$ cat src/rtl/cu_sequencer_if.sv
// Control/handshake bundle between a compute-unit sequencer and its scheduler, fetch, LSU and RF neighbours.
interface cu_sequencer_if #(
  parameter int unsigned NUM_LANES = 4,
  parameter int unsigned PC_WIDTH  = 8
);
  logic                 start;
  logic [PC_WIDTH-1:0]  base_pc;
  logic [NUM_LANES-1:0] active_lanes;
  logic                 fetch_req;
  logic [PC_WIDTH-1:0]  fetch_addr;
  logic                 fetch_valid;
  logic                 is_read;
  logic                 is_write;
  logic                 is_ret;
  logic                 branch_taken;
  logic [PC_WIDTH-1:0]  branch_target;
  logic [NUM_LANES-1:0] lsu_done;
  logic                 lsu_req;
  logic [3:0]           cu_state;
  logic                 rf_enable;
  logic                 rf_ren;
  logic                 rf_wen;
  logic [PC_WIDTH-1:0]  pc;
  logic                 busy;
  logic                 done;

  modport master (
    input  start, base_pc, active_lanes, fetch_valid, is_read, is_write, is_ret,
           branch_taken, branch_target, lsu_done,
    output fetch_req, fetch_addr, lsu_req, cu_state, rf_enable, rf_ren, rf_wen,
           pc, busy, done
  );

  modport slave (
    output start, base_pc, active_lanes, fetch_valid, is_read, is_write, is_ret,
           branch_taken, branch_target, lsu_done,
    input  fetch_req, fetch_addr, lsu_req, cu_state, rf_enable, rf_ren, rf_wen,
           pc, busy, done
  );
endinterface

$ cat src/rtl/cu_sequencer.sv
// Per-compute-unit control FSM: owns the PC, sequences fetch/decode/LSU/execute/writeback
// and broadcasts its state to every lane register file.
module cu_sequencer #(
  parameter int unsigned NUM_LANES  = 4,
  parameter int unsigned PC_WIDTH   = 8,
  parameter int unsigned DATA_WIDTH = 16
) (
  input logic            clk,
  input logic            reset,
  cu_sequencer_if.master bus
);

  if (DATA_WIDTH == 0) begin : g_bad_data_width
    $error("cu_sequencer: DATA_WIDTH must be non-zero");
  end

  // Encoding is shared with the lane register files and must not change.
  typedef enum logic [3:0] {
    S_IDLE      = 4'd0,
    S_FETCH     = 4'd1,
    S_DECODE    = 4'd2,
    S_REQ       = 4'd3,
    S_WAIT      = 4'd4,
    S_EXECUTE   = 4'd5,
    S_WRITEBACK = 4'd6,
    S_DONE      = 4'd7
  } state_t;

  state_t               state, state_nx;
  logic [PC_WIDTH-1:0]  pc_q, pc_nx;
  logic [NUM_LANES-1:0] lane_mask, lane_mask_nx;
  logic [NUM_LANES-1:0] done_mask, done_mask_nx;
  logic                 mem_op, mem_op_nx;
  logic                 first_wait;
  logic                 lanes_done;

  // A completion arriving this cycle counts immediately; inactive lanes count as finished.
  assign lanes_done = &(done_mask | bus.lsu_done | ~lane_mask);

  always_ff @(posedge clk) begin
    if (reset) begin
      state      <= S_IDLE;
      pc_q       <= '0;
      lane_mask  <= '0;
      done_mask  <= '0;
      mem_op     <= 1'b0;
      first_wait <= 1'b0;
    end else begin
      state      <= state_nx;
      pc_q       <= pc_nx;
      lane_mask  <= lane_mask_nx;
      done_mask  <= done_mask_nx;
      mem_op     <= mem_op_nx;
      first_wait <= (state == S_REQ);
    end
  end

  always_comb begin
    state_nx     = state;
    pc_nx        = pc_q;
    lane_mask_nx = lane_mask;
    done_mask_nx = done_mask;
    mem_op_nx    = mem_op;
    case (state)
      S_IDLE, S_DONE: begin
        if (bus.start) begin
          pc_nx        = bus.base_pc;
          lane_mask_nx = bus.active_lanes;
          state_nx     = (bus.active_lanes == '0) ? S_DONE : S_FETCH;
        end
      end
      S_FETCH: begin
        if (bus.fetch_valid) state_nx = S_DECODE;
      end
      S_DECODE: begin
        // Latched so lsu_req depends only on registered state.
        mem_op_nx = bus.is_read | bus.is_write;
        state_nx  = S_REQ;
      end
      S_REQ: begin
        done_mask_nx = '0;
        state_nx     = S_WAIT;
      end
      S_WAIT: begin
        if (mem_op) begin
          done_mask_nx = done_mask | (bus.lsu_done & lane_mask);
          if (lanes_done) state_nx = S_EXECUTE;
        end else begin
          state_nx = S_EXECUTE;
        end
      end
      S_EXECUTE: state_nx = S_WRITEBACK;
      S_WRITEBACK: begin
        if (bus.is_ret) begin
          state_nx = S_DONE;
        end else if (bus.branch_taken) begin
          pc_nx    = bus.branch_target;
          state_nx = S_FETCH;
        end else begin
          pc_nx    = pc_q + 1'b1;
          state_nx = S_FETCH;
        end
      end
      default: state_nx = S_IDLE;
    endcase
  end

  assign bus.cu_state   = state;
  assign bus.pc         = pc_q;
  assign bus.fetch_addr = pc_q;
  assign bus.fetch_req  = (state == S_FETCH);
  assign bus.lsu_req    = (state == S_WAIT) && mem_op && first_wait;
  assign bus.rf_ren     = (state == S_REQ);
  assign bus.rf_wen     = (state == S_WRITEBACK);
  assign bus.rf_enable  = (state != S_IDLE) && (state != S_DONE);
  assign bus.busy       = (state != S_IDLE) && (state != S_DONE);
  assign bus.done       = (state == S_DONE);

endmodule
$ cat src/flat_wrapper.sv
// flat-port wrapper written by rule: the top's interface ports become plain ports
module cu_sequencer_flat 
#(
  parameter int unsigned NUM_LANES  = 4,
  parameter int unsigned PC_WIDTH   = 8,
  parameter int unsigned DATA_WIDTH = 16
)
  (clk, reset, bus_start, bus_base_pc, bus_active_lanes, bus_fetch_valid, bus_is_read, bus_is_write, bus_is_ret, bus_branch_taken, bus_branch_target, bus_lsu_done, bus_fetch_req, bus_fetch_addr, bus_lsu_req, bus_cu_state, bus_rf_enable, bus_rf_ren, bus_rf_wen, bus_pc, bus_busy, bus_done);
  cu_sequencer_if #(.NUM_LANES(NUM_LANES), .PC_WIDTH(PC_WIDTH)) bus_i ();
  input logic clk;
  input logic reset;
  input wire logic [$bits(bus_i.start)-1:0] bus_start;
  input wire logic [$bits(bus_i.base_pc)-1:0] bus_base_pc;
  input wire logic [$bits(bus_i.active_lanes)-1:0] bus_active_lanes;
  input wire logic [$bits(bus_i.fetch_valid)-1:0] bus_fetch_valid;
  input wire logic [$bits(bus_i.is_read)-1:0] bus_is_read;
  input wire logic [$bits(bus_i.is_write)-1:0] bus_is_write;
  input wire logic [$bits(bus_i.is_ret)-1:0] bus_is_ret;
  input wire logic [$bits(bus_i.branch_taken)-1:0] bus_branch_taken;
  input wire logic [$bits(bus_i.branch_target)-1:0] bus_branch_target;
  input wire logic [$bits(bus_i.lsu_done)-1:0] bus_lsu_done;
  output wire logic [$bits(bus_i.fetch_req)-1:0] bus_fetch_req;
  output wire logic [$bits(bus_i.fetch_addr)-1:0] bus_fetch_addr;
  output wire logic [$bits(bus_i.lsu_req)-1:0] bus_lsu_req;
  output wire logic [$bits(bus_i.cu_state)-1:0] bus_cu_state;
  output wire logic [$bits(bus_i.rf_enable)-1:0] bus_rf_enable;
  output wire logic [$bits(bus_i.rf_ren)-1:0] bus_rf_ren;
  output wire logic [$bits(bus_i.rf_wen)-1:0] bus_rf_wen;
  output wire logic [$bits(bus_i.pc)-1:0] bus_pc;
  output wire logic [$bits(bus_i.busy)-1:0] bus_busy;
  output wire logic [$bits(bus_i.done)-1:0] bus_done;
  assign bus_i.start = bus_start;
  assign bus_i.base_pc = bus_base_pc;
  assign bus_i.active_lanes = bus_active_lanes;
  assign bus_i.fetch_valid = bus_fetch_valid;
  assign bus_i.is_read = bus_is_read;
  assign bus_i.is_write = bus_is_write;
  assign bus_i.is_ret = bus_is_ret;
  assign bus_i.branch_taken = bus_branch_taken;
  assign bus_i.branch_target = bus_branch_target;
  assign bus_i.lsu_done = bus_lsu_done;
  assign bus_fetch_req = bus_i.fetch_req;
  assign bus_fetch_addr = bus_i.fetch_addr;
  assign bus_lsu_req = bus_i.lsu_req;
  assign bus_cu_state = bus_i.cu_state;
  assign bus_rf_enable = bus_i.rf_enable;
  assign bus_rf_ren = bus_i.rf_ren;
  assign bus_rf_wen = bus_i.rf_wen;
  assign bus_pc = bus_i.pc;
  assign bus_busy = bus_i.busy;
  assign bus_done = bus_i.done;
  cu_sequencer #(.NUM_LANES(NUM_LANES), .PC_WIDTH(PC_WIDTH), .DATA_WIDTH(DATA_WIDTH)) u_core (.clk(clk), .reset(reset), .bus(bus_i));
endmodule
$ cat config.mk
export PLATFORM = sky130hd
export DESIGN_NAME = cu_sequencer_flat
export DESIGN_NICKNAME = d
export VERILOG_FILES = /design/src/rtl/cu_sequencer_if.sv /design/src/rtl/cu_sequencer.sv /design/src/flat_wrapper.sv
export SDC_FILE = /design/constraint.sdc
export NUM_CORES = 1
export LEC_CHECK = 0
export CAP_MARGIN = 10
export CORE_MARGIN = 8
export CORE_UTILIZATION = 45
export DETAILED_ROUTE_END_ITERATION = 10
export PLACE_DENSITY_LB_ADDON = 0.25
export SLEW_MARGIN = 30
export SYNTH_ARGS = -nofsm -noshare
export SYNTH_HDL_FRONTEND = slang
export SYNTH_SLANG_ARGS = --single-unit
$ cat constraint.sdc
create_clock -name clk -period 2.8 [get_ports clk]
set_input_delay 0.28 -clock clk [delete_from_list [all_inputs] [get_ports clk]]
set_output_delay 0.28 -clock clk [all_outputs]
set_load 0.01 [all_outputs]
==> qor.yml, run 1 <==
placement_rows: 20
grt_max_degree: 19
grt_overflow: 0
post_synthesis_share_of_cell_area_spent_on_full_adders_half_adders_and_majority_gates: 0.00912
synth_top_family_by_area: "simple AND/OR/NAND/NOR gates"
cts_setup_buffers: 0
synth_area_mm2: 0.00137
synth-seq-cells: 21
ys_seq_area_frac: 0.307
final_layout_size_suffix_gt1_frac: 0.0721
cts_root_buf: "clkbuf_4"
grt_pass1_wl_um: 6030
ant_nets: 0
synthDistinctLibCells: 45
synth-async-reset-ratio: 0
run_status: "completed"
holdBufCountCts: 0
drt-total-wl_um: 3580
dr.pass1.iters: 4
unrepaired_setup_endpoints_after_global_routing: "false"
final_hold_vio_count: 0
max_cap_viol_count: 0
yosys-mux-area-fraction: 0.0584
clk_pin_slew_ps: 130
min_period_over_period: 0.839
crit-reg2reg-launch: "u_core.bus.cu_state[0]"
area_growth_pct: 35.8
slew_headroom: 0.547
timing.final.crit_period_ps: 2350
dieWidth_um: 71.2
fillCellCount: 258
holdCritPathClass: "reg -> reg"
p_switching_mw: 0.619
max_freq_mhz: 426
dieHeight_um: 71.2
yosys.area_share.xor_xnor: 0.0383
detail_route.iter0.violations: 89
endpoint_kind: "output port"
worst_ep_arrival_time_ps: 2070
sw_share: 0.404
p_per_area_mw_per_mm2: 822
setup-tns-final_ps: 0
share_of_the_synthesized_area_in_compound_gates_ao_oa_aoi_oai: 0.214
worst_setup_path_startpoint: "u_core.bus.cu_state[0]"
worst_slew_pin_tran_ps: 678
detailed_place_hpwl_um: 2830
detail_route.vias_per_cell: 5.37
clk_path_buf_depth: 2
clk-insertion-delay-late_ps: 300
grt_pass1_vias: 1281
diodes: 0
core_region_mm2: 0.00298
cells_after_synth: 167
final_common_cell: "clkdlybuf4s50_1"
worst_ep_required_time_ps: 2520
highest_count_cells_in_the_layout_ignoring_fill_and_taps: "clkdlybuf4s50_1, dfxtp_1, nor2_1"
finalSetupViolCount: 0
clock_tree.htree_level_count: 1
floorplan.die_area_mm2: 0.00507
vdd_drop_max_mv: 0.336
holdCritStartpoint: "u_core.mem_op"
cts_inserted_buffers: 3
path_class: "reg -> out"
placement.setup.worst_slack_ps: 787
count_of_instances_resized_after_the_clock_tree_is_built: 0
grtUsageTotal: 0.143
place_congestion: 0.773
design.portCount: 59
buffer_ports.inserted: 57
vias_after_detailed_routing: 1294
wire_per_inst_um: 14.9
synthesis.nets: 200
timing.critical_path.from_type: "register"
power.share.combinational: 0.534
clkPwrFrac: 0.100
synth-main-ff-cell: "dfxtp_1"
timing_max_transition_violations_final: 0
setup_ws_ps: 451
clkSinkCount: 21
finClkSkew_ps: 1.18
path_max_fanout: 18
detail_route.drc_violations: 0
synth_warnings: 0
seq_power_share: 0.366
cts_tree: "done"
power.leakage_nw: 0.745
p_int_mw: 0.912
synthSimpleGateAreaFrac: 0.243
syn_avg_cell_area_um2: 8.21
layout.nets: 242
initial_antenna_violation_count: 0
edff_count_synth: 0
start_util: 0.461
-- power by group through the flow --
| stage | clock [mW] | combinational [mW] | sequential, mW |
|---|---|---|---|
| floorplan | 0 | 0.631 | 0.494 |
| global placement | 0 | 0.814 | 0.559 |
| detailed placement | 0 | 0.824 | 0.566 |
| CTS | 0.157 | 0.826 | 0.558 |
| global route | 0.173 | 0.886 | 0.585 |
| finish | 0.153 | 0.818 | 0.560 |
-- metrics by stage --
| stage | cells | hold WS (ps) | area (µm²) | power, mW | utilization |
|---|---|---|---|---|---|
| final | 241 | 526 | 1860 | 1.53 | 0.625 |
| after global routing | 241 | 534 | 1860 | 1.64 | 0.625 |
| after CTS | 241 | 531 | 1860 | 1.54 | 0.625 |
| after detailed placement | 237 | 514 | 1830 | 1.39 | 0.616 |
| after global placement | 237 | 506 | 1830 | 1.37 | 0.616 |
| after floorplan | 167 | 424 | 1370 | 1.12 | - |
-- critical path, cell delays in order (launching register included) --
cell and delay [ps]:
dfxtp_1 780, nand3b_4 330, inv_1 140, clkdlybuf4s50_1 510
-- cell families (layout without fill, tap and decap cells) --
kind of cell	Yosys count	in the layout
compound gates	44	44
other cells	1	1
simple gates	60	60
fa+ha+maj	1	1
xor+xnor	6	6
flops	21	21
buf+inv	26	67
mux	8	8
-- cells in the mapped netlist, types with 2 or more instances --
cell / n / share of area
a211oi_1: 3 / 0.016
a21oi_1: 10 / 0.036
a22o_1: 2 / 0.013
a31oi_1: 7 / 0.032
and2_1: 2 / 0.0091
and3_1: 2 / 0.0091
buf_4: 11 / 0.060
buf_6: 4 / 0.033
clkbuf_1: 3 / 0.0082
dfxtp_1: 21 / 0.31
inv_1: 5 / 0.014
mux2i_1: 8 / 0.058
nand2_1: 13 / 0.036
nand2b_1: 3 / 0.014
nand3_1: 5 / 0.018
nor2_1: 16 / 0.044
nor3_1: 6 / 0.022
nor3b_1: 2 / 0.011
o211ai_1: 3 / 0.016
o21ai_0: 7 / 0.026
o21ai_1: 6 / 0.022
xnor2_1: 4 / 0.026
xor2_1: 2 / 0.013
-- layer usage --
| metal | track usage | routed length, µm | up-vias | part of all wire |
|---|---|---|---|---|
| met5 | 0 | 0 | - | 0 |
| met1 | 0.170 | 1480 | 595 | 0.41 |
| met3 | 0.0353 | 232 | 4 | 0.065 |
| met4 | 0.0393 | 26 | 0 | 0.0073 |
| met2 | 0.247 | 1840 | 35 | 0.51 |
| li1 | - | - | 660 | - |
-- worst paths after layout --
kind	end	slack, ps	cells after the start
worst max-delay path	bus_rf_wen	450	3
worst max register to register	u_core.lane_mask[1]	970	5
worst min-delay path	u_core.mem_op	530	2
worst min register to register	u_core.mem_op	530	2
-- area by class of cell --
type / count / area [µm²] / share of cell area
clock buffers: 3 / 22.5 / 0.0121
clock inverters: 1 / 5.00 / 0.00269
inverters: 6 / 27.5 / 0.0148
multi-input cells: 120 / 774 / 0.416
flip-flops and latches: 21 / 420 / 0.226
well taps: 33 / 41.3 / 0.0222
repair buffers: 57 / 571 / 0.306
-- flip-flops by register name (all words and copies together) (netlist names) --
signal,count
u_core.bus.fetch_addr,8
u_core.done_mask,4
u_core.lane_mask,4
u_core.bus.cu_state,3
u_core.first_wait,1
u_core.mem_op,1
No activity file was read; power rests on OpenSTA's default activity.
==> run 2: changes to the inputs <==
- CORE_UTILIZATION: 45 -> 42
- clock period: 2.8 -> 2.23 ns (I/O delays scaled with it)
==> qor.yml, run 2 (synthesis results as in run 1) <==
wl_met2_um: 1800
highest_count_cells_in_the_layout_ignoring_fill_and_taps: "clkdlybuf4s50_1, dfxtp_1, nor2_1"
r2r_setup_slack_ps: 550
buffer_ports.inserted: 57
timing.critical_path.slowest_stage_cell: "dfxtp_1"
grt_max_degree: 16
crit_path_cell_trace: "nand2_2, or2_4, clkinv_4, clkdlybuf4s50_1"
worst_setup_path_startpoint: "u_core.bus.cu_state[0]"
place_congestion: 0.841
detailed_place_hpwl_um: 2980
holdWs_ps: 484
dieWidth_um: 73.1
initial_antenna_violation_count: 0
critPathCapture: "bus_rf_ren"
grt_pass1_wl_um: 6180
grt_overflow: 0
max_freq_mhz: 499
max_cap_viol_count: 0
dieHeight_um: 73.1
maxUsedRoutingLayer: "met4"
clk_path_buf_depth: 2
setup-tns-final_ps: 0
path_class: "reg -> out"
timing.reg2reg.worst_path_depth: 5
ant_nets: 0
timing.critical_path.from_type: "register"
grtUsageTotal: 0.142
worst_ep_required_time_ps: 2010
clk_pin_slew_ps: 120
start_util: 0.446
vdd_drop_max_mv: 0.404
wire_per_inst_um: 14.7
met3RoutedLength_um: 192
holdBufCountCts: 0
placement_rows: 20
cts_tree: "done"
largest_reg_flops: 8
critPathMaxStageDelay_ps: 540
drt-met1-wl_um: 1700
cts_root_buf: "clkbuf_4"
crit-reg2reg-launch: "u_core.bus.cu_state[0]"
power.leakage_nw: 0.757
cts_inserted_buffers: 3
fillCellCount: 283
dr.pass1.iters: 5
vias_after_detailed_routing: 1320
core_region_mm2: 0.00308
multi_input_comb_area_um2: 774
grt_pass1_vias: 1287
diodes: 0
detail_route.drc_violations: 0
final-seq-area_um2: 423
detail_route.vias_per_cell: 5.18
fin_util: 0.617
clkSinkCount: 21
endpoint_kind: "output port"
clk-insertion-delay-late_ps: 300
finalSetupViolCount: 0
worst_ep_arrival_time_ps: 1780
min_period_over_period: 0.899
holdCritStartpoint: "bus_base_pc[5]"
design.portCount: 59
path_max_fanout: 9
timing_max_transition_violations_final: 0
drt-total-wl_um: 3750
holdCritPathClass: "in -> reg"
slew_headroom: 0.649
final_common_cell: "clkdlybuf4s50_1"
run_status: "completed"
unrepaired_setup_endpoints_after_global_routing: "false"
finalPower_mw: 1.95
timing.final.crit_period_ps: 2010
timing.rr.end: "u_core.bus.cu_state[0]"
area_growth_pct: 38.5
clock_tree.htree_level_count: 1
worst_slew_pin_tran_ps: 525
cts_setup_buffers: 0
final_layout_size_suffix_gt1_frac: 0.0900
finClkSkew_ps: 4.70
p_per_area_mw_per_mm2: 1030
layout.nets: 245
floorplan.die_area_mm2: 0.00535
detail_route.iter0.violations: 50
final_hold_vio_count: 0
## run 2: layout make-up
class,instances,area share
clock buffers,4,0.0138
flip-flops and latches,21,0.223
repair buffers,60,0.312
multi-input cells,120,0.408
well taps,44,0.0290
inverters,6,0.0145
## run 2: stage by stage
| stage | setup slack (ps) | cell area, µm² | std cells |
|---|---|---|---|
| 6_report | 224 | 1900 | 255 |
| 5_1_grt | 135 | 1900 | 255 |
| 3_5_place_dp | 414 | 1870 | 251 |
| 3_3_place_gp | 427 | 1870 | 251 |
| 2_1_floorplan | 713 | 1370 | 167 |
| 4_1_cts | 60.5 | 1900 | 255 |
## run 2: where the power goes
| group | leakage, nW | switching, mW | internal [mW] |
|---|---|---|---|
| Clock | 0.0150 | 0.117 | 0.0696 |
| Combinational | 0.569 | 0.469 | 0.614 |
| Sequential | 0.173 | 0.198 | 0.483 |
## run 2: layer usage
layer / vias up / track usage
met5: - / 0
li1: 663 / -
met4: 0 / 0.0511
met1: 611 / 0.179
met2: 40 / 0.230
met3: 6 / 0.0288
## run 2: worst max-delay path: cells and delay by family, from the launching register on
kind / cells / cell delay, ps
buf+inv: 2 / 600
flops: 1 / 540
simple gates: 2 / 340
## run 2: how the worst min path moves through the flow
stage / depth (start not counted) / end / slack, ps
6_report: 3 / u_core.bus.fetch_addr[5] / 480
5_1_grt: 3 / u_core.bus.fetch_addr[5] / 480
4_1_cts: 3 / u_core.bus.fetch_addr[5] / 470
3_5_place_dp: 2 / u_core.mem_op / 510
3_3_place_gp: 2 / u_core.mem_op / 510
2_1_floorplan: 2 / u_core.lane_mask[0] / 370
## run 2: timing repair
action / 4_1_cts / 5_1_grt
hold endpoints to repair: 0 / 0
gates resized for setup: 0 / 2
setup endpoints to repair: 0 / 4
==> RTL edit 1 (settings of run 2) <==
Reset style: asynchronous (`reset`), changed in one clocked block.
--- a/src/rtl/cu_sequencer.sv
+++ b/src/rtl/cu_sequencer.sv
@@ -37,7 +37,7 @@
   // A completion arriving this cycle counts immediately; inactive lanes count as finished.
   assign lanes_done = &(done_mask | bus.lsu_done | ~lane_mask);
 
-  always_ff @(posedge clk) begin
+  always_ff @(posedge clk or posedge reset) begin
     if (reset) begin
       state      <= S_IDLE;
       pc_q       <= '0;
Behaviour: differs if reset is asserted again (counterexample within 4 cycles, from zero or initial values and one cycle with reset high); with reset held inactive, the same outputs for 10 cycles.
==> RTL edit 1 against run 2 <==
  * Synthesized area shrank 3.2%
  * Worst setup slack lost 0.12 ns
  * Core utilization increased by 1.0 points
  * Final cell count down 1.6%
  * Sequential cell count did not move
  * Count of clock-buffer cells in the layout unchanged
  * Wire length is 1.5% higher
  * Critical endpoint is now bus_lsu_req
  * Design area stayed put
  * Fmax decreased by 5.8%
  * Power rose by 22%
==> RTL edit 1: results (changes against run 2) <==
stage,metric,value,unit,change
placed_design,worst slack at placement,0.189,ns,-0.225 ns
pwr,Peak VDD IR,0.592,mV,+46%
final_layout,"Area growth, synth to finish",43.1,%,
final_layout,Non-clk invs,10,,+4
global_route,first-pass GRT wire length,6.52,mm,+5.5%
placed_design,hpwl dp,3.03,mm,+1.6%
worst_setup_path,r2r setup slk,0.36,ns,-0.19 ns
placed_design,placed insts,247,,-1.6%
synthesis,Yosys cell types,40,,-11%
synthesis,Post-synth ARST share,100,%,+100 points
global_route,met3 usage,5.92,%,+3.0 points
final_layout,Non-clock buffers,59,,-1.7%
global_route,number of global-route vias before repair,1392,,+8.2%
worst_setup_path,Critical-path top delay cell,clkdlybuf4s50_1,,
drt,TritonRoute pass-1 iters,4,,-1
global_route,GR Util met1,16.6,%,-1.3 points
placed_design,routability cong.,0.864,,+2.7%
worst_setup_path,Worst Path Arrival,1.91,ns,+0.13 ns
drt,WL/cell,15.2,um,+3.1%
drt,Iter 0 DRT Violations,92,,+84%
global_route,GRT Total Usage,15.4,%,+1.2 points
global_route,largest net degree at the start of global routing,22,,+6
final_layout,Non-clock buffering overhead,30.8,%,-0.40 points
status,status,finished clean,,
synthesis,post-synthesis adder-cell area fraction,0.943,%,+0.030 points
final_layout,sequential cell area,529,um^2,+25%
timing,relative max-transition margin,48.0,%,-17 points
worst_setup_path,reg2reg start,u_core.bus.cu_state[0],,
synthesis,xor/xnor share of the synthesized area,1.98,%,-1.9 points
final_layout,share of post-route cells with drive strength above 1,7.25,%,-1.8 points
final_layout,Final #Nets,241,,-1.6%
drt,Post-Route M1 WL,1.45,mm,-15%
drt,met3 WL,424,um,+120%
## RTL edit 1: cell types whose count changed in the layout (fill, tap and decap cells not counted), moves of 3 or more
| cell | before | now |
|---|---|---|
| dfxtp_1 | 19 | 0 |
| dfrtp_1 | 0 | 18 |
| mux2i_1 | 8 | 1 |
| inv_1 | 5 | 10 |
| mux2_2 | 0 | 4 |
| o21ai_1 | 6 | 2 |
| a31oi_1 | 7 | 10 |
| dfrtp_2 | 0 | 3 |
| nor2_1 | 16 | 19 |
| nor3_1 | 6 | 3 |
| o211ai_1 | 3 | 0 |
| o21a_1 | 0 | 3 |
| o31ai_1 | 0 | 3 |
## RTL edit 1: what timing repair did
item / in CTS / in global routing
resized for setup: 1 / 4
pin swaps: 0 / 0
endpoints found under the setup margin: 1 / 4
## RTL edit 1: power by group
part           internal [W]  switching (W)  leakage [nW]  total, W
logic              0.000741       0.000606         0.533   0.00135
clock network     0.0000697       0.000117        0.0150  0.000187
registers          0.000566       0.000278         0.249  0.000843
total               0.00138        0.00100         0.797   0.00238
==> RTL edit 2 (settings of run 2) <==
Without the edit above. `NUM_LANES` is set to 4 in 3 places; all go to 8.
--- a/src/rtl/cu_sequencer_if.sv
+++ b/src/rtl/cu_sequencer_if.sv
@@ -1,6 +1,6 @@
 // Control/handshake bundle between a compute-unit sequencer and its scheduler, fetch, LSU and RF neighbours.
 interface cu_sequencer_if #(
-  parameter int unsigned NUM_LANES = 4,
+  parameter int unsigned NUM_LANES = 8,
   parameter int unsigned PC_WIDTH  = 8
 );
   logic                 start;
--- a/src/rtl/cu_sequencer.sv
+++ b/src/rtl/cu_sequencer.sv
@@ -1,7 +1,7 @@
 // Per-compute-unit control FSM: owns the PC, sequences fetch/decode/LSU/execute/writeback
 // and broadcasts its state to every lane register file.
 module cu_sequencer #(
-  parameter int unsigned NUM_LANES  = 4,
+  parameter int unsigned NUM_LANES  = 8,
   parameter int unsigned PC_WIDTH   = 8,
   parameter int unsigned DATA_WIDTH = 16
 ) (
--- a/src/flat_wrapper.sv
+++ b/src/flat_wrapper.sv
@@ -1,7 +1,7 @@
 // flat-port wrapper written by rule: the top's interface ports become plain ports
 module cu_sequencer_flat 
 #(
-  parameter int unsigned NUM_LANES  = 4,
+  parameter int unsigned NUM_LANES  = 8,
   parameter int unsigned PC_WIDTH   = 8,
   parameter int unsigned DATA_WIDTH = 16
 )
Interface: changed (resized bus_active_lanes and bus_lsu_done); port bits go from 59 to 67. No check against the original RTL was run, so the function may have changed too.
==> RTL edit 2 against run 2 <==
  * Wire length grew 18%
  * Worst setup slack got worse by 0.043 ns
  * Design area rose by 23%
  * Fmax fell by 2.1%
  * Synthesized area increased by 18%
  * Power shrank 4.7%
  * Register-to-register slack gained 0.11 ns
  * Sequential cell count grew 8
==> RTL edit 2: results (changes against run 2) <==
stage,metric,value,unit,change
placed_design,hpwl dp,3.40,mm,+14%
synthesis,net count after synthesis,246,,+23%
final_layout,# fillers,344,,+22%
cts,H-tree depth,2,,+1
synthesis,Synth Register Bits,29,,+38%
global_route,first-pass GRT wire length,7.29,mm,+18%
worst_setup_path,Worst Path Arrival,1.83,ns,+0.05 ns
pwr,Flop pwr share,37.3,%,+2.4 points
drt,routed wire length,4.44,mm,+18%
cts,Num CTS Buffers,5,,+2
hold_path,hold_sp,u_core.done_mask[4],,
floorplanning,core area,3690,um^2,+20%
hold_path,hold endpoint,u_core.done_mask[4],,
worst_setup_path,worst-path fanout max,14,,+5
final_layout,sequential cell area,583,um^2,+38%
pwr,Peak VDD IR,0.499,mV,+23%
synthesis,cells after synthesis,205,,+23%
final_layout,share of post-route cells with drive strength above 1,9.47,%,+0.46 points
worst_setup_path,worst reg2reg endpoint,u_core.bus.fetch_addr[6],,
hold_path,Hold Crit Class,register to register,,
pwr,clock power share,25.7,%,+16 points
drt,vias per cell,5.21,,+0.55%
synthesis,Yosys cell types,40,,-11%
pwr,P_clk,0.000477,W,+160%
global_route,number of global-route vias before repair,1536,,+19%
final_layout,Clock Network Area Fraction,4.33,%,+2.9 points
hold_path,WHS Path Cells,2,,-1
final_layout,Non-Filler Instances,312,,+22%
cts,Root Buffer,clkbuf_8,,
cts,clock-pin slew on the worst setup and hold paths,0.07,ns,-0.05 ns
final_layout,footprint of the multi-input gates,881,um^2,+14%
worst_setup_path,r2r setup slk,0.66,ns,+0.11 ns
placed_design,PortBufs,65,,+14%
synthesis,Synth area leaders,"dfxtp_1, nor2_1, mux2i_1, buf_4, a31oi_1",,
synthesis,Synth Flop Type,dfxtp_1,,
timing,Worst-Margin Slew,0.582,ns,+0.0565 ns
drt,TritonRoute pass-1 iters,4,,-1
cts,clock latency on the worst-skew pair,0.28,ns,-0.02 ns
pwr,Pleak,0.934,nW,+23%
timing,final setup skew,0.00832,ns,+0.00362 ns
drt,Post-Route M1 WL,1.88,mm,+11%
worst_setup_path,reg2reg start,u_core.bus.cu_state[1],,
placed_design,placed insts,304,,+21%
final_layout,comb_multi_in,150,,+25%
final_layout,CLK BUF,7,,+3
synthesis,Post-synth top cells,"nor2_1, dfxtp_1, nand2_1, buf_4, mux2i_1",,
drt,WL met2,2.21,mm,+22%
global_route,GRT Total Usage,14.4,%,+0.21 points
synthesis,sequential share of the synthesized area,35.8,%,+5.2 points
final_layout,Non-clk invs,7,,+1
pwr,switch share,33.0,%,-7.2 points
final_layout,Non-clock buffers,70,,+17%
worst_setup_path,worst reg-to-reg path cell count,6,,+1
drt,Iter 0 DRT Violations,114,,+130%
status,status,finished clean,,
placed_design,Placed Area,2240,um^2,+20%
final_layout,Non-clock buffering overhead,29.4,%,-1.8 points
## RTL edit 2: worst max-delay path by stage
stage	slack (ns)	cells after the start	endpoint	startpoint
2_1_floorplan	0.72	6	u_core.bus.cu_state[0]	u_core.bus.cu_state[2]
3_3_place_gp	0.27	7	u_core.bus.cu_state[1]	bus_active_lanes[3]
3_5_place_dp	0.24	7	u_core.bus.cu_state[1]	bus_active_lanes[7]
4_1_cts	0.01	4	bus_rf_wen	u_core.bus.cu_state[1]
5_1_grt	0.06	4	bus_rf_wen	u_core.bus.cu_state[1]
6_report	0.18	4	bus_rf_wen	u_core.bus.cu_state[1]
## RTL edit 2: metrics by stage
step / hold slack (ns) / util, % / worst slack [ns]
floorplan: 0.326 / - / 0.720
global placement: 0.445 / 60.6 / 0.272
detailed placement: 0.456 / 60.6 / 0.239
CTS: 0.469 / 63.4 / 0.0120
global route: 0.485 / 63.4 / 0.0643
finish: 0.467 / 63.4 / 0.181
## RTL edit 2: worst max-delay path: stages, from the launching register on
cell and delay (ns):
dfxtp_2 0.46, nand2_1 0.14, or2_1 0.26, inv_2 0.13
clkdlybuf4s50_1 0.56
## RTL edit 2: metal layers
metal / up-vias / GRT usage [%]
met3: 5 / 5.58
met2: 45 / 24.1
li1: 821 / -
met1: 753 / 16.4
met5: - / 0
met4: 0 / 4.81
## RTL edit 2: cells by family (layout without fill, tap and decap cells)
logic type               Yosys count  count (layout)  share of synthesized area (%)
AND/OR/NAND/NOR                   83              83                           23.7
AO/OA/AOI/OAI                     48              48                           19.6
flip-flops                        29              29                           35.8
buffers and inverters             26              85                           9.81
multiplexers                      11              11                           6.80
XOR/XNOR                           6               6                           3.24
adder cells (fa/ha/maj)            1               1                          0.772
other                              1               1                          0.231
